**src/rtl/viterbi_window_ctrl.sv**
```systemverilog
// Purpose: sequences survivor-path selector beats, pads frames to 8-symbol windows, buffers window bytes.
// Latency: beat issue is registered (sel_valid_in one cycle after accept); bytes appear as the wp=7 beat returns.
// Backpressure: acs_ready drops when MAX_OUT beats are in flight or two window ends are buffered or pending.
//
// Ports:
//   clk, rst                      clock, synchronous active-high reset
//   start, frame_len, busy, done  frame control from the decoder FSM; err is sticky until rst
//   acs_valid/acs_ready, pad_en   symbol beats from ACS; pad_en marks zero-metric pad beats
//   sel_*                         selector issue (valid_in, write_pointer, refresh) and return
//   dec_valid/dec_data/dec_ready  decoded byte stream towards the output packer
module viterbi_window_ctrl #(
    parameter int LEN_W   = 8,
    parameter int MAX_OUT = 4
) (
    input  logic             clk,
    input  logic             rst,
    input  logic             start,
    input  logic [LEN_W-1:0] frame_len,
    output logic             busy,
    output logic             done,
    output logic             err,
    input  logic             acs_valid,
    output logic             acs_ready,
    output logic             pad_en,
    output logic             sel_valid_in,
    output logic [2:0]       sel_write_pointer,
    output logic             sel_refresh,
    input  logic             sel_valid_out,
    input  logic [2:0]       sel_write_pointer_out,
    input  logic [7:0]       sel_selected_path,
    output logic             dec_valid,
    output logic [7:0]       dec_data,
    input  logic             dec_ready
);
    localparam int OUT_W = $clog2(MAX_OUT + 1);

    typedef enum logic [1:0] {S_IDLE, S_RUN, S_FLUSH, S_DRAIN} state_t;

    state_t             state_q, state_d;
    logic [2:0]         wp_q, wp_d;
    logic [LEN_W-1:0]   cnt_q, cnt_d;
    logic [LEN_W-1:0]   len_q, len_d;
    logic [OUT_W-1:0]   outst_q, outst_d;
    logic [1:0]         pend_q, pend_d;
    logic [2:0]         exp_wp_q, exp_wp_d;
    logic [7:0]         fifo_mem_q [2];
    logic [7:0]         fifo_mem_d [2];
    logic               wr_ptr_q, wr_ptr_d;
    logic               rd_ptr_q, rd_ptr_d;
    logic [1:0]         fifo_cnt_q, fifo_cnt_d;
    logic               err_q, err_d;
    logic               done_q, done_d;
    logic               vld_in_q, vld_in_d;
    logic [2:0]         sel_wp_q, sel_wp_d;
    logic               refresh_q, refresh_d;
    logic               pad_q, pad_d;

    logic issue_ok, run_fire, pad_fire, fire, last_run, drain_ok, start_ok, start_zero;
    logic ret_ok, ret_err, push, pop, push_drop, push_do, pend_inc, pend_dec;

    // State register
    always_ff @(posedge clk) begin
        if (rst) state_q <= S_IDLE;
        else     state_q <= state_d;
    end

    // Next-state logic
    always_comb begin
        state_d = state_q;
        case (state_q)
            S_IDLE:  if (start_ok) state_d = S_RUN;
            // Last symbol: a frame ending exactly on a window edge needs no padding.
            S_RUN:   if (last_run) state_d = (wp_q == 3'd7) ? S_DRAIN : S_FLUSH;
            S_FLUSH: if (pad_fire && wp_q == 3'd7) state_d = S_DRAIN;
            S_DRAIN: if (drain_ok) state_d = S_IDLE;
            default: state_d = S_IDLE;
        endcase
    end

    // FSM outputs and issue qualification
    always_comb begin
        // Window ends already buffered plus those still in the selector must fit the 2-entry FIFO.
        issue_ok   = (outst_q < OUT_W'(MAX_OUT))
                     && (({1'b0, fifo_cnt_q} + {1'b0, pend_q}) < 3'd2);
        acs_ready  = (state_q == S_RUN) && issue_ok;
        run_fire   = acs_ready && acs_valid;
        pad_fire   = (state_q == S_FLUSH) && issue_ok;
        fire       = run_fire || pad_fire;
        last_run   = run_fire && (cnt_q == len_q - LEN_W'(1));
        drain_ok   = (state_q == S_DRAIN) && (outst_q == '0) && (fifo_cnt_q == 2'd0);
        start_ok   = (state_q == S_IDLE) && start && (frame_len != '0);
        start_zero = (state_q == S_IDLE) && start && (frame_len == '0);
        busy       = (state_q != S_IDLE);
        done_d     = start_zero || drain_ok;
    end

    // Datapath: counters, return checking, output FIFO
    always_comb begin
        // Returns are only meaningful inside a frame; anything seen in IDLE is stale.
        ret_ok    = sel_valid_out && busy && (outst_q != '0);
        ret_err   = sel_valid_out && busy && (outst_q == '0);
        push      = ret_ok && (sel_write_pointer_out == 3'd7);
        pop       = dec_valid && dec_ready;
        push_drop = push && (fifo_cnt_q == 2'd2) && !pop;
        push_do   = push && !push_drop;
        pend_inc  = fire && (wp_q == 3'd7);
        pend_dec  = push && (pend_q != 2'd0);

        wp_d     = wp_q;
        cnt_d    = cnt_q;
        len_d    = len_q;
        exp_wp_d = exp_wp_q;
        if (start_ok) begin
            wp_d     = 3'd0;
            cnt_d    = '0;
            len_d    = frame_len;
            exp_wp_d = 3'd0;
        end else begin
            if (fire)     wp_d = wp_q + 3'd1;
            if (run_fire) cnt_d = cnt_q + LEN_W'(1);
            if (ret_ok)   exp_wp_d = exp_wp_q + 3'd1;
        end

        outst_d = outst_q;
        case ({fire, ret_ok})
            2'b10:   outst_d = outst_q + OUT_W'(1);
            2'b01:   outst_d = outst_q - OUT_W'(1);
            default: outst_d = outst_q;
        endcase

        pend_d = pend_q;
        case ({pend_inc, pend_dec})
            2'b10:   pend_d = pend_q + 2'd1;
            2'b01:   pend_d = pend_q - 2'd1;
            default: pend_d = pend_q;
        endcase

        fifo_mem_d = fifo_mem_q;
        wr_ptr_d   = wr_ptr_q;
        rd_ptr_d   = rd_ptr_q;
        if (push_do) begin
            fifo_mem_d[wr_ptr_q] = sel_selected_path;
            wr_ptr_d             = ~wr_ptr_q;
        end
        if (pop) rd_ptr_d = ~rd_ptr_q;
        fifo_cnt_d = fifo_cnt_q;
        case ({push_do, pop})
            2'b10:   fifo_cnt_d = fifo_cnt_q + 2'd1;
            2'b01:   fifo_cnt_d = fifo_cnt_q - 2'd1;
            default: fifo_cnt_d = fifo_cnt_q;
        endcase

        // A mismatched return still advances expected_wp so one glitch flags once.
        err_d = err_q || ret_err || push_drop
                || (ret_ok && (sel_write_pointer_out != exp_wp_q));

        vld_in_d  = fire;
        sel_wp_d  = fire ? wp_q : 3'd0;
        refresh_d = fire && (wp_q == 3'd7);
        pad_d     = pad_fire;
    end

    always_ff @(posedge clk) begin
        if (rst) begin
            wp_q          <= 3'd0;
            cnt_q         <= '0;
            len_q         <= '0;
            outst_q       <= '0;
            pend_q        <= 2'd0;
            exp_wp_q      <= 3'd0;
            fifo_mem_q[0] <= 8'd0;
            fifo_mem_q[1] <= 8'd0;
            wr_ptr_q      <= 1'b0;
            rd_ptr_q      <= 1'b0;
            fifo_cnt_q    <= 2'd0;
            err_q         <= 1'b0;
            done_q        <= 1'b0;
            vld_in_q      <= 1'b0;
            sel_wp_q      <= 3'd0;
            refresh_q     <= 1'b0;
            pad_q         <= 1'b0;
        end else begin
            wp_q          <= wp_d;
            cnt_q         <= cnt_d;
            len_q         <= len_d;
            outst_q       <= outst_d;
            pend_q        <= pend_d;
            exp_wp_q      <= exp_wp_d;
            fifo_mem_q[0] <= fifo_mem_d[0];
            fifo_mem_q[1] <= fifo_mem_d[1];
            wr_ptr_q      <= wr_ptr_d;
            rd_ptr_q      <= rd_ptr_d;
            fifo_cnt_q    <= fifo_cnt_d;
            err_q         <= err_d;
            done_q        <= done_d;
            vld_in_q      <= vld_in_d;
            sel_wp_q      <= sel_wp_d;
            refresh_q     <= refresh_d;
            pad_q         <= pad_d;
        end
    end

    assign done              = done_q;
    assign err               = err_q;
    assign pad_en            = pad_q;
    assign sel_valid_in      = vld_in_q;
    assign sel_write_pointer = sel_wp_q;
    assign sel_refresh       = refresh_q;
    assign dec_valid         = (fifo_cnt_q != 2'd0);
    assign dec_data          = fifo_mem_q[rd_ptr_q];

endmodule

```
**config.mk**
```make
export PLATFORM = sky130hd
export DESIGN_NAME = viterbi_window_ctrl
export DESIGN_NICKNAME = d
export VERILOG_FILES = /design/src/rtl/viterbi_window_ctrl.sv
export SDC_FILE = /design/constraint.sdc
export NUM_CORES = 1
export LEC_CHECK = 0
export CAP_MARGIN = 25
export CORE_AREA = 3 3 84 86
export DETAILED_ROUTE_END_ITERATION = 10
export DIE_AREA = 0 0 87 89
export PLACE_DENSITY = 0.79
export SLEW_MARGIN = 20
export SYNTH_ARGS = -nofsm -noshare
export SYNTH_HDL_FRONTEND = slang
export SYNTH_SLANG_ARGS = --single-unit
export TNS_END_PERCENT = 30
```
**constraint.sdc**
```tcl
create_clock -name clk -period 5.6 [get_ports clk]
set_input_delay 1.68 -clock clk [delete_from_list [all_inputs] [get_ports clk]]
set_output_delay 1.68 -clock clk [all_outputs]
set_load 0.02 [all_outputs]
```
[Word-level counts from Yosys, hierarchy flattened]
Cells that the tools add are included.
Storage, ports and cells
  flip-flop bits (word level): 57
  input bits: 25
  output and inout bits: 19
  word-level logic and storage cells: 117
Cells by class
  add/subtract/negate cells: 11
  magnitude comparators: 5
  eq/ne operators: 18
  muxes and demuxes: 15
  bitwise operators: 5
  reductions and logical operators: 45
Operator list (count)
  $mux W8: 4
  $logic_and A1 B1 Y1: 23
  $bwmux W16: 1
  $eq A2 B2 Y1 const B: 6
  $reduce_bool A2 Y1: 6
  $add A3 B1 Y3 const B: 3
  $add A8 B1 Y8 const B: 1
  $demux W8 S1: 1
  $eq A2 B1 Y1 const B: 4
  $eq A8 B8 Y1: 1
  $logic_not A8 Y1: 1
  $mux W2: 4
  $ne A2 B2 Y1 const B: 4
  $pmux W2 S2: 2
  $pmux W2 S4: 1
  $reduce_bool A8 Y1: 1
  $sub A8 B1 Y8 const B: 1
  $eq A3 B3 Y1 const B: 2
  $pmux W3 S2: 1
  $logic_or A1 B1 Y1: 5
  $add A2 B1 Y2 const B: 2
  $ge A2 B2 Y1 const B: 2
  $logic_not A2 Y1: 2
  $not A1 Y2: 2
  other kinds (14): 19

[Depth between registers and ports, before layout]
  word-level depth: 10
  depth in mapped cells: 11
  depth with buffers taken out: 11

[Worst setup path before layout]
No wires, ideal clock.
  kind: input -> register
  start: input port acs_valid
  end: register outst_q[2]
  setup time: 70 ps
  arrival: 3270 ps
  required time: 5530 ps
  path slack: 2260 ps
  stages: 9
  buffers on the path: 0
  cells stage by stage: and2_4 o21a_1 inv_2 ha_1 inv_1 fa_1 xor2_1 or3_1 a21oi_1
Between the ends
  cells in the longest elaborated chain, start to end: 4
  elaborated cells on any way between the ends: 6
  classes of those cells: eq/ne (2); mux (1); reduce/logical (3)
RTL lines
  start: declaration: RTL line 22  | input logic acs_valid,
  $logic_and A1 B1 Y1 *: RTL line 86  | run_fire = acs_ready && acs_valid;
  $logic_or A1 B1 Y1 *: RTL line 88  | fire = run_fire || pad_fire;
  $eq A2 B1 Y1 / $eq A2 B2 Y1 (equally long branches): RTL line 125  | case ({fire, ret_ok})
  $pmux W3 S2 / $reduce_bool A2 Y1 (equally long branches)
  end signal: assignment: RTL line 186  | outst_q <= outst_d;
  end: declaration: RTL line 43  | logic [OUT_W-1:0] outst_q, outst_d;
Every way passes the cells marked *; elsewhere a longest branch is shown, timed or not.
A chain may end at the register's enable or synchronous reset.

[Worst setup path in the final report]
  start: register fifo_cnt_q[0]
  end: output port acs_ready
Between the ends
  cells in the longest elaborated chain, start to end: 4
RTL lines
  start: declaration: RTL line 50  | logic [1:0] fifo_cnt_q, fifo_cnt_d;
  start signal: assignment: RTL line 193  | fifo_cnt_q <= fifo_cnt_d;
  $add A2 B2 Y3: RTL line 84  | && (({1'b0, fifo_cnt_q} + {1'b0, pend_q}) < 3'd2);
  $lt A3 B2 Y1: RTL line 84
  $logic_and A1 B1 Y1: RTL line 84
  $logic_and A1 B1 Y1: RTL line 85  | acs_ready = (state_q == S_RUN) && issue_ok;
  end: declaration: RTL line 23  | output logic acs_ready,
No other way between the ends.

==> run summary <==
max_slew headroom: 37.2%
Critical Path AT: 2.46 ns
core area: 6350 um^2
ANT cells: 0
Post-DP Area: 3310 um^2
Clock Sinks: 57
top_reg_cell synth: dfxtp_1
Top Ports: 44
clock-pin slew on the worst setup and hold paths: 0.06 ns
initial antenna violation count: 0
Root Driver: clkbuf_8
cts repair resizes: 0
CP Capture Type: output port
startpoint types: flop
Fin. Hold Viols: 0
largest net degree at the start of global routing: 30
layout net count: 389
layout cell share with drive strength beyond 1: 8.76%
Crit Reg-Reg Startpoint: fifo_cnt_q[0]$_SDFFE_PP0P_
syn avg cell area: 9.24 um^2
Final Slew Violations: 0
Setup-failing EPs final: 0
Chip Height: 89 um
Seq cells post-synth: 57
final setup TNS: 0 ns
sw power: 0.000351 W
switch share: 30.5%
Tot GR Track Use: 16.4%
drt first pass iters: 4
via count: 2180
Inserted Clock Buffers: 9
Area Growth Syn to Fin: 23.8%
aggregate routed wire length: 5810 um
Post-synth EDFFs: 0
cells along the critical path: and2_1 -> fa_1 -> nor3_2 -> and2_1 -> clkdlybuf4s50_1
die area: 7740 um^2
max incr delay on CP: 0.59 ns
Worst Max-Slew Pin Slew: 0.943 ns
Post CTS Setup Buffer Count: 0
Max clock buf depth: 2
final core occ: 55.2%
Buf/Inv on CP: 1
first-pass GRT wire length: 9670 um
cell-internal power: 0.000803 W
Final Power: 0.00115 W
Max FO, Critical Path: 6
fin crit share: 74.0%
synth unique cells: 47
Iteration-0 DRC Markers: 62
CTS H-Tree Depth: 3
unrepaired setup endpoints after global routing: no
Starting Density: 44.5%
Cells after Synth: 306
register area share after synthesis: 40.4%
worst skew pair latency: 0.34 ns
CP Data Required Time: 3.92 ns
critical path class: flop to output port
outcome: finished, final reports clean
gr ovfl total: 0
slowest stage cell, crit path: clkdlybuf4s50_1
drt wl/cell: 13.5 um
setup slack on the worst flop-to-flop path: 2.79 ns
cts hold-fix bufs: 0
IO buf count: 43
Worst Skew: 0.00633 ns
Pwr Density: 330 nW/um^2
GP Congestion: 0.796
endpoint of the worst hold-timing path: wp_q[2]$_SDFFE_PP0P_
Synthesized Nets: 345
final worst path period need: 4.14 ns
cell mode on critical path: and2_1
Final Instance Area: 3500 um^2
delay-heaviest family, CP: simple AND/OR/NAND/NOR gates
Chip Width: 87 um
Reg2Reg Depth: 11
MaxCap Viol Count: 0
Clock Power Share: 32.9%
FMAX: 0.241 GHz
CTS tree: yes
fillers: 562
Lkg Pwr: 1.40 nW
Worst Hold Launch: wp_q[2]$_SDFFE_PP0P_
antenna-violating nets left: 0
DRC errors left: 0
worst hold path cell count: 2
Placement Rows: 29
Vias/cell: 5.06
number of global-route vias before repair: 2075
synthesized area: 2830 um^2
Post-DP HPWL: 4310 um
Ys Warns: 0
combinational power share: 26.5%
ys async rst share: 0%
Worst VDD drop: 245 uV
Sequential Power Share: 40.6%
terminus of the critical flop-to-flop path: outst_q[2]$_SDFFE_PP0P_
Hold/Removal Path Class: flop to flop
CP startpoint: fifo_cnt_q[0]$_SDFFE_PP0P_
## cell usage after synthesis (2+ instances only)
cell type,number,area share [%]
nor3b_1,2,0.53
nand4_1,3,0.66
mux2i_1,24,8.5
nor2b_1,2,0.44
a211oi_2,2,0.88
o2bb2ai_1,3,0.93
xor2_1,16,5.0
buf_2,3,0.53
fa_1,2,1.4
clkbuf_1,7,0.93
or3_1,4,0.88
nand2b_1,3,0.66
nor2_1,50,6.6
nor4_1,3,0.66
nand2_1,18,2.4
and2_1,8,1.8
or2_1,3,0.66
ha_1,12,5.3
dfxtp_1,57,40
mux2_2,8,3.2
or4_1,2,0.53
inv_1,10,1.3
nand3_1,5,0.88
and3_1,2,0.44
and3b_1,2,0.62
nor3_1,5,0.88
and4_1,3,0.93
inv_2,2,0.27
o21ai_0,3,0.53
a21oi_1,13,2.3
xnor2_1,13,4.0
## worst reg2reg max path, delay by kind of cell (launching register included)
| kind | cells | cell delay [ns] |
|---|---|---|
| adder cells (fa/ha/maj) | 3 | 0.82 |
| buffers and inverters | 2 | 0.15 |
| AO/OA/AOI/OAI | 2 | 0.46 |
| XOR/XNOR | 1 | 0.07 |
| flip-flops | 1 | 0.41 |
| AND/OR/NAND/NOR | 3 | 0.83 |
## flip-flops by register name, summed over array words and instances (netlist names), 2 cells and up
register,cells
cnt_q,8
exp_wp_q,3
fifo_cnt_q,2
fifo_mem_q,16
len_q,8
outst_q,3
pend_q,2
sel_write_pointer,3
state_q,2
wp_q,3
## kinds of logic after synthesis
family | share of synthesized area, %
AOI/OAI and AO/OA | 7.48
xor gates and xnor gates | 8.98
adders and majority gates | 6.73
buffers and inverters | 3.54
DFF | 40.4
muxes | 11.7
and+or+nand+nor | 21.2
## cells in the final DEF (no fill, tap or decap), drive strengths merged, types with 13 or more instances in the layout
master and n:
dfxtp 57, a21oi 13, xnor2 13, mux2i 24, clkdlybuf4s50 43, nand2 18, nor2 51, xor2 16
## worst max path at each step
stage / end / slack [ns] / depth (start not counted)
2_1_floorplan: outst_q[2]$_SDFFE_PP0P_ / 2.26 / 9
3_3_place_gp: fifo_cnt_q[1]$_SDFFE_PP0P_ / 1.74 / 7
3_5_place_dp: fifo_cnt_q[1]$_SDFFE_PP0P_ / 1.67 / 7
4_1_cts: acs_ready / 1.45 / 5
5_1_grt: acs_ready / 1.33 / 5
6_report: acs_ready / 1.46 / 5
## layer usage
| metal | vias up | part of all wire (%) | global-route usage (%) |
|---|---|---|---|
| met5 | - | 0 | 0 |
| li1 | 1127 | - | - |
| met4 | 0 | 2.2 | 9.63 |
| met2 | 33 | 49 | 25.5 |
| met1 | 1011 | 46 | 20.6 |
| met3 | 9 | 3.1 | 4.06 |
## area by class of cell
class	count	area (um^2)	area share [%]
tap	77	96.3	2.75
multi-input combinational	226	1590	45.3
sequential	57	1140	32.6
timing repair buffer	44	438	12.5
inverter	12	45.0	1.29
clock buffer	12	155	4.43
clock inverter	3	40.0	1.14
## stage by stage
stage	hold WS [ns]	std cells	setup WS, ns
2_1_floorplan	0.448	306	2.26
5_1_grt	0.512	431	1.33
6_report	0.481	431	1.46
3_3_place_gp	0.466	416	1.74
4_1_cts	0.481	431	1.45
3_5_place_dp	0.473	416	1.67
## power by group through the flow
stage / Combinational [W] / Clock, W / Sequential (W)
floorplan: 0.000214 / 0 / 0.000475
global placement: 0.000298 / 0 / 0.000476
detailed placement: 0.000304 / 0 / 0.000477
CTS: 0.000307 / 0.000388 / 0.000468
global route: 0.000343 / 0.000411 / 0.000473
finish: 0.000306 / 0.000380 / 0.000468
No activity file was read; power rests on OpenSTA's default activity.
